==> src/rtl/regfile_dump_reader_if.sv <==
// Output beat stream of the register-file dump reader: one (addr, data, last)
// beat per valid/ready handshake toward the debug/trace link.
interface regfile_dump_reader_if #(
   parameter int DATA_WIDTH = 32,
   parameter int ADDR_WIDTH = 5
);
   logic                  out_valid;
   logic                  out_ready;
   logic [ADDR_WIDTH-1:0] out_addr;
   logic [DATA_WIDTH-1:0] out_data;
   logic                  out_last;

   modport master (output out_valid, out_addr, out_data, out_last, input out_ready);
   modport slave  (input out_valid, out_addr, out_data, out_last, output out_ready);
endinterface

==> src/rtl/regfile_dump_reader.sv <==
// Register-file dump reader: on start, sweeps [first_addr..last_addr] through a
// spare combinational read port and streams each register as an (addr, data)
// beat. The next word is presented on the read port while a beat is pending,
// so a handshake reloads the beat in the same cycle (one beat per cycle).
// Optional: RF_DUMP_CHECKSUM_EN appends a beat (addr 0, XOR of all data, last).
module regfile_dump_reader #(
   parameter int DATA_WIDTH = 32,
   parameter int ADDR_WIDTH = 5
) (
   input  logic                  clock_i,
   input  logic                  reset_i,        // active low, asynchronous
   input  logic                  start_i,
   input  logic [ADDR_WIDTH-1:0] first_addr_i,
   input  logic [ADDR_WIDTH-1:0] last_addr_i,
   output logic                  busy_o,
   output logic                  done_o,
   output logic                  range_err_o,
   output logic [ADDR_WIDTH-1:0] rf_rd_addr_o,
   input  logic [DATA_WIDTH-1:0] rf_rd_data_i,
   regfile_dump_reader_if.master out_if
);

`ifdef RF_DUMP_CHECKSUM_EN
   typedef enum logic [1:0] {S_IDLE, S_FETCH, S_SEND, S_CSUM} state_t;
`else
   typedef enum logic [1:0] {S_IDLE, S_FETCH, S_SEND} state_t;
`endif

   state_t                state_q, state_d;
   logic [ADDR_WIDTH-1:0] cur_q, cur_d;
   logic [ADDR_WIDTH-1:0] end_q, end_d;
   logic                  valid_q, valid_d;
   logic [ADDR_WIDTH-1:0] addr_q, addr_d;
   logic [DATA_WIDTH-1:0] data_q, data_d;
   logic                  last_q, last_d;
   logic                  done_q, done_d;
   logic                  rerr_q, rerr_d;
   logic [ADDR_WIDTH-1:0] cur_inc;
   logic                  hs;

`ifdef RF_DUMP_CHECKSUM_EN
   logic [DATA_WIDTH-1:0] csum_q, csum_d;
`endif

   assign cur_inc = cur_q + ADDR_WIDTH'(1);   // wraps modulo 2**ADDR_WIDTH
   assign hs      = valid_q & out_if.out_ready;

   // Next-state, read-port address and beat register updates.
   always_comb begin
      state_d      = state_q;
      cur_d        = cur_q;
      end_d        = end_q;
      valid_d      = valid_q;
      addr_d       = addr_q;
      data_d       = data_q;
      last_d       = last_q;
      done_d       = 1'b0;
      rerr_d       = 1'b0;
      rf_rd_addr_o = '0;
`ifdef RF_DUMP_CHECKSUM_EN
      csum_d       = csum_q;
`endif
      case (state_q)
         S_IDLE: begin
            if (start_i) begin
               if (first_addr_i <= last_addr_i) begin
                  cur_d   = first_addr_i;
                  end_d   = last_addr_i;
                  state_d = S_FETCH;
`ifdef RF_DUMP_CHECKSUM_EN
                  csum_d  = '0;
`endif
               end else begin
                  done_d = 1'b1;
                  rerr_d = 1'b1;
               end
            end
         end
         S_FETCH: begin
            rf_rd_addr_o = cur_q;
            data_d       = rf_rd_data_i;
            addr_d       = cur_q;
            valid_d      = 1'b1;
            state_d      = S_SEND;
`ifdef RF_DUMP_CHECKSUM_EN
            last_d       = 1'b0;
`else
            last_d       = (cur_q == end_q);
`endif
         end
         S_SEND: begin
            // Pre-read the following register; on the final beat this may wrap
            // to 0 and is simply not used.
            rf_rd_addr_o = cur_inc;
            if (hs) begin
`ifdef RF_DUMP_CHECKSUM_EN
               csum_d = csum_q ^ data_q;
`endif
               if (cur_q == end_q) begin
`ifdef RF_DUMP_CHECKSUM_EN
                  addr_d  = '0;
                  data_d  = csum_q ^ data_q;
                  last_d  = 1'b1;
                  state_d = S_CSUM;
`else
                  valid_d = 1'b0;
                  last_d  = 1'b0;
                  done_d  = 1'b1;
                  state_d = S_IDLE;
`endif
               end else begin
                  cur_d  = cur_inc;
                  addr_d = cur_inc;
                  data_d = rf_rd_data_i;
`ifdef RF_DUMP_CHECKSUM_EN
                  last_d = 1'b0;
`else
                  last_d = (cur_inc == end_q);
`endif
               end
            end
         end
`ifdef RF_DUMP_CHECKSUM_EN
         S_CSUM: begin
            if (hs) begin
               valid_d = 1'b0;
               last_d  = 1'b0;
               done_d  = 1'b1;
               state_d = S_IDLE;
            end
         end
`endif
         default: state_d = S_IDLE;
      endcase
   end

   // State and beat registers; reset aborts any dump without a done pulse.
   always_ff @(posedge clock_i or negedge reset_i) begin
      if (!reset_i) begin
         state_q <= S_IDLE;
         cur_q   <= '0;
         end_q   <= '0;
         valid_q <= 1'b0;
         addr_q  <= '0;
         data_q  <= '0;
         last_q  <= 1'b0;
         done_q  <= 1'b0;
         rerr_q  <= 1'b0;
      end else begin
         state_q <= state_d;
         cur_q   <= cur_d;
         end_q   <= end_d;
         valid_q <= valid_d;
         addr_q  <= addr_d;
         data_q  <= data_d;
         last_q  <= last_d;
         done_q  <= done_d;
         rerr_q  <= rerr_d;
      end
   end

`ifdef RF_DUMP_CHECKSUM_EN
   // Running XOR of every emitted data beat.
   always_ff @(posedge clock_i or negedge reset_i) begin
      if (!reset_i) csum_q <= '0;
      else          csum_q <= csum_d;
   end
`endif

   assign busy_o           = (state_q != S_IDLE);
   assign done_o           = done_q;
   assign range_err_o      = rerr_q;
   assign out_if.out_valid = valid_q;
   assign out_if.out_addr  = addr_q;
   assign out_if.out_data  = data_q;
   assign out_if.out_last  = last_q;

endmodule

==> src/flat_wrapper.sv <==
// flat-port wrapper written by rule: the top's interface ports become plain ports
module regfile_dump_reader_flat 
#(
   parameter int DATA_WIDTH = 32,
   parameter int ADDR_WIDTH = 5
)
  (clock_i, reset_i, start_i, first_addr_i, last_addr_i, busy_o, done_o, range_err_o, rf_rd_addr_o, rf_rd_data_i, out_if_out_valid, out_if_out_addr, out_if_out_data, out_if_out_last, out_if_out_ready);
  regfile_dump_reader_if #(.DATA_WIDTH(DATA_WIDTH), .ADDR_WIDTH(ADDR_WIDTH)) out_if_i ();
  input  logic clock_i;
  input  logic reset_i;
  input  logic start_i;
  input  logic [ADDR_WIDTH-1:0] first_addr_i;
  input  logic [ADDR_WIDTH-1:0] last_addr_i;
  output logic busy_o;
  output logic done_o;
  output logic range_err_o;
  output logic [ADDR_WIDTH-1:0] rf_rd_addr_o;
  input  logic [DATA_WIDTH-1:0] rf_rd_data_i;
  output wire logic [$bits(out_if_i.out_valid)-1:0] out_if_out_valid;
  output wire logic [$bits(out_if_i.out_addr)-1:0] out_if_out_addr;
  output wire logic [$bits(out_if_i.out_data)-1:0] out_if_out_data;
  output wire logic [$bits(out_if_i.out_last)-1:0] out_if_out_last;
  input wire logic [$bits(out_if_i.out_ready)-1:0] out_if_out_ready;
  assign out_if_out_valid = out_if_i.out_valid;
  assign out_if_out_addr = out_if_i.out_addr;
  assign out_if_out_data = out_if_i.out_data;
  assign out_if_out_last = out_if_i.out_last;
  assign out_if_i.out_ready = out_if_out_ready;
  regfile_dump_reader #(.DATA_WIDTH(DATA_WIDTH), .ADDR_WIDTH(ADDR_WIDTH)) u_core (.clock_i(clock_i), .reset_i(reset_i), .start_i(start_i), .first_addr_i(first_addr_i), .last_addr_i(last_addr_i), .busy_o(busy_o), .done_o(done_o), .range_err_o(range_err_o), .rf_rd_addr_o(rf_rd_addr_o), .rf_rd_data_i(rf_rd_data_i), .out_if(out_if_i));
endmodule
==> config.mk <==
export PLATFORM = sky130hd
export DESIGN_NAME = regfile_dump_reader_flat
export DESIGN_NICKNAME = d
export VERILOG_FILES = /design/src/rtl/regfile_dump_reader_if.sv /design/src/rtl/regfile_dump_reader.sv /design/src/flat_wrapper.sv
export SDC_FILE = /design/constraint.sdc
export NUM_CORES = 1
export LEC_CHECK = 0
export CAP_MARGIN = 0
export CORE_UTILIZATION = 46
export CTS_CLUSTER_DIAMETER = 200
export DETAILED_ROUTE_END_ITERATION = 12
export MAX_ROUTING_LAYER = met4
export PLACE_DENSITY = 0.9
export SLEW_MARGIN = 20
export SYNTH_ARGS = -nofsm -noshare
export SYNTH_HDL_FRONTEND = slang
export SYNTH_SLANG_ARGS = --single-unit
==> constraint.sdc <==
create_clock -name clock_i -period 2.67 [get_ports clock_i]
set_clock_uncertainty 0.2 [all_clocks]
set_input_delay 0.801 -clock clock_i [delete_from_list [all_inputs] [get_ports clock_i]]
set_output_delay 0.801 -clock clock_i [all_outputs]
set_load 0.05 [all_outputs]
==> impl_metrics.ini <==
[timing]
min_period_ns = 2.74
finalWorstSetupSlack_ns = -0.0685
setup_viol = 4
tns_ns = -0.113
worst_hold_slack_ns = 0.314
worst_pin_slew_ns = 0.660
max_slew_margin_pct = 56.0
fmax_mhz = 365
maxSlewViolCount = 0
min_period_over_period_pct = 103
rsz0062_at_grt = true
finalHoldViolations = 0

[worst_setup_path]
r2r-start = u_core.cur_q[1]
arrival_ns = 1.74
r2r_cells = 7
ff2ff_setup_slack_ns = 0.13
max_stage_delay_ns = 0.43
crit_chain = inv_2 -> ha_4 -> nand4_1 -> nor2_2 -> o21a_1 -> buf_12
worstPathMaxFanout = 7
r2r-end = u_core.cur_q[0]
critPathRequiredTime_ns = 1.67
cp-end-kind = output pin
worstSetupPathType = reg2out
crit_family = flip-flops
path_buf_inv = 2
start_kind = register
cp_slowest_cell = dfrtp_1

[run_status]
status = finished with violations
failed_checks = setup timing

[placement]
place_hpwl_um = 4940
numPortBuffers = 92
place.gp.congestion = 0.976

[grt]
antenna_found_initial = 0
grt_max_degree = 54
first_global_vias = 2085
grt.overflow.total = 0
grt_usage_pct = 21.9
grt_pass1_wl_um = 10400

[routing]
wl_um = 7790
ant_nets = 0
drc = 0
vias_per_cell = 5.28
dr.pass1.iters = 4
post_drt_wl_per_cell_um = 18.6
drt_iter0_markers = 159
vias = 2212

[floorplanning]
num_rows = 28
start_util_pct = 48.0
core_area_mm2 = 0.00599
fp.dieW_um = 81.1
io-pin-count = 93
die_area_mm2 = 0.00657
die-height_um = 81.1

[clock_tree]
numCtsBuffers = 5
h-tree-depth = 2
root_buffer = clkbuf_8
clk_pin_slew_ns = 0.11
cts_hold_buf = 0
cts_tree = yes
clk-insertion-delay-late_ns = 0.32
clockBufferDepth = 2
clock-sinks = 53

[synthesis]
ys_seq_area_share_pct = 46.1
syn_area_mm2 = 0.00288
ys.flop_type = dfrtp_1
yosysUniqueCellTypes = 50
synthTopCellsByArea = dfrtp_1 (46%), mux2_4 (16%), mux2_2 (5.5%)
syn_nets = 276
synth-seq-cells = 53
yosysTopAreaCell = dfrtp_1
synth-edff-count = 0
yosysWarnings = 0
synth_top_cell_area_share_pct = 46.1
synth_area_per_cell_um2 = 13.1
syn_inst = 220
async_flop_share_pct = 100

[job]
cap_violations = 0

[min_path]
hold-path-endpoint = u_core.out_if.out_data[31]
min_path_type = reg2reg
min_path_cells = 1
hold_path.startpoint = u_core.out_if.out_data[31]

[cells_and_area]
drive_gt1_share_pct = 40.1
area_growth_pct = 52.0
antenna-diode-count = 0
finalNetCount = 399
[through the flow]
step	cells	instance area (um^2)	util, %	setup WS, ns
floorplan	220	2890	-	0.0392
global placement	397	3970	66.2	-0.411
detailed placement	397	3970	66.2	-0.565
CTS	413	4200	70.1	-0.0306
global route	419	4370	73.0	-0.147
finish	419	4370	73.0	-0.0685
[timing repair]
item                                    4_1_cts  5_1_grt
endpoints found under the setup margin       16       12
pin swaps                                     6       12
resized for setup                            23       28
setup buffers                                 8        7
[cell usage after synthesis, types with 2 or more instances]
| library cell | instances |
|---|---|
| dfrtp_1 | 53 |
| mux2_4 | 30 |
| inv_1 | 14 |
| mux2_2 | 14 |
| nand2_1 | 12 |
| ha_1 | 10 |
| o21ai_0 | 7 |
| xnor2_1 | 6 |
| nand3_1 | 5 |
| nor2_1 | 5 |
| buf_6 | 4 |
| nor3_1 | 4 |
| a21oi_1 | 3 |
| buf_12 | 3 |
| nor2b_1 | 3 |
| o211ai_1 | 3 |
| xnor2_2 | 3 |
| a21boi_0 | 2 |
| a21o_1 | 2 |
| and3_1 | 2 |
| clkbuf_8 | 2 |
| nand4_1 | 2 |
| o21a_1 | 2 |
| or2_2 | 2 |
| xor2_1 | 2 |
[state kept, by name (all words and copies together) (netlist names)]
signal / flops
u_core.done_o: 1
u_core.out_if.out_addr: 5
u_core.out_if.out_data: 32
u_core.cur_q: 5
u_core.out_if.out_last: 1
u_core.out_if.out_valid: 1
u_core.state_q: 2
u_core.end_q: 5
u_core.range_err_o: 1
[layer usage]
layer | up-vias | GRT usage, % | share of wire, %
li1 | 1017 | - | -
met1 | 1101 | 27.5 | 42
met2 | 88 | 36.0 | 52
met3 | 6 | 4.16 | 5.4
met4 | 0 | 6.25 | 0.56
met5 | - | - | 0
[worst max path at each step]
stage / from / cells past startpoint / end
after global placement: last_addr_i[3] / 9 / u_core.cur_q[4]
after detailed placement: last_addr_i[3] / 9 / u_core.cur_q[4]
after floorplan: u_core.state_q[0] / 6 / rf_rd_addr_o[2]
final: u_core.state_q[0] / 6 / rf_rd_addr_o[3]
after CTS: u_core.cur_q[1] / 6 / rf_rd_addr_o[3]
after global routing: u_core.state_q[0] / 6 / rf_rd_addr_o[3]
[layout by cell type, fill, tap and decap left out, types with 5 or more instances in the layout]
master,instances
nand2_1,10
inv_1,9
buf_12,6
buf_4,30
inv_2,6
ha_4,7
dfrtp_1,51
xnor2_1,5
mux2_2,14
clkdlybuf4s50_1,78
mux2_4,30
clkbuf_8,5
o21ai_0,7
[final cells by class]
| class | instances | area, um^2 |
|---|---|---|
| Fill cell | 370 | 1620 |
| Multi-Input combinational cell | 142 | 1560 |
| Sequential cell | 53 | 1330 |
| Timing Repair Buffer | 126 | 1250 |
| Tap cell | 75 | 93.8 |
| Clock buffer | 6 | 72.6 |
| Inverter | 15 | 56.3 |
| Clock inverter | 2 | 15.0 |
[cells by family after synthesis]
kind of cell | synth area share, %
compound gates | 9.22
xor+xnor | 4.13
fa+ha+maj | 4.35
buf+inv | 6.70
flops | 46.1
mux | 21.9
simple gates | 7.57
Power is left out: the tool's default activity adds up to more than one toggle a clock period on the data nets, which glitch-free logic cannot reach.
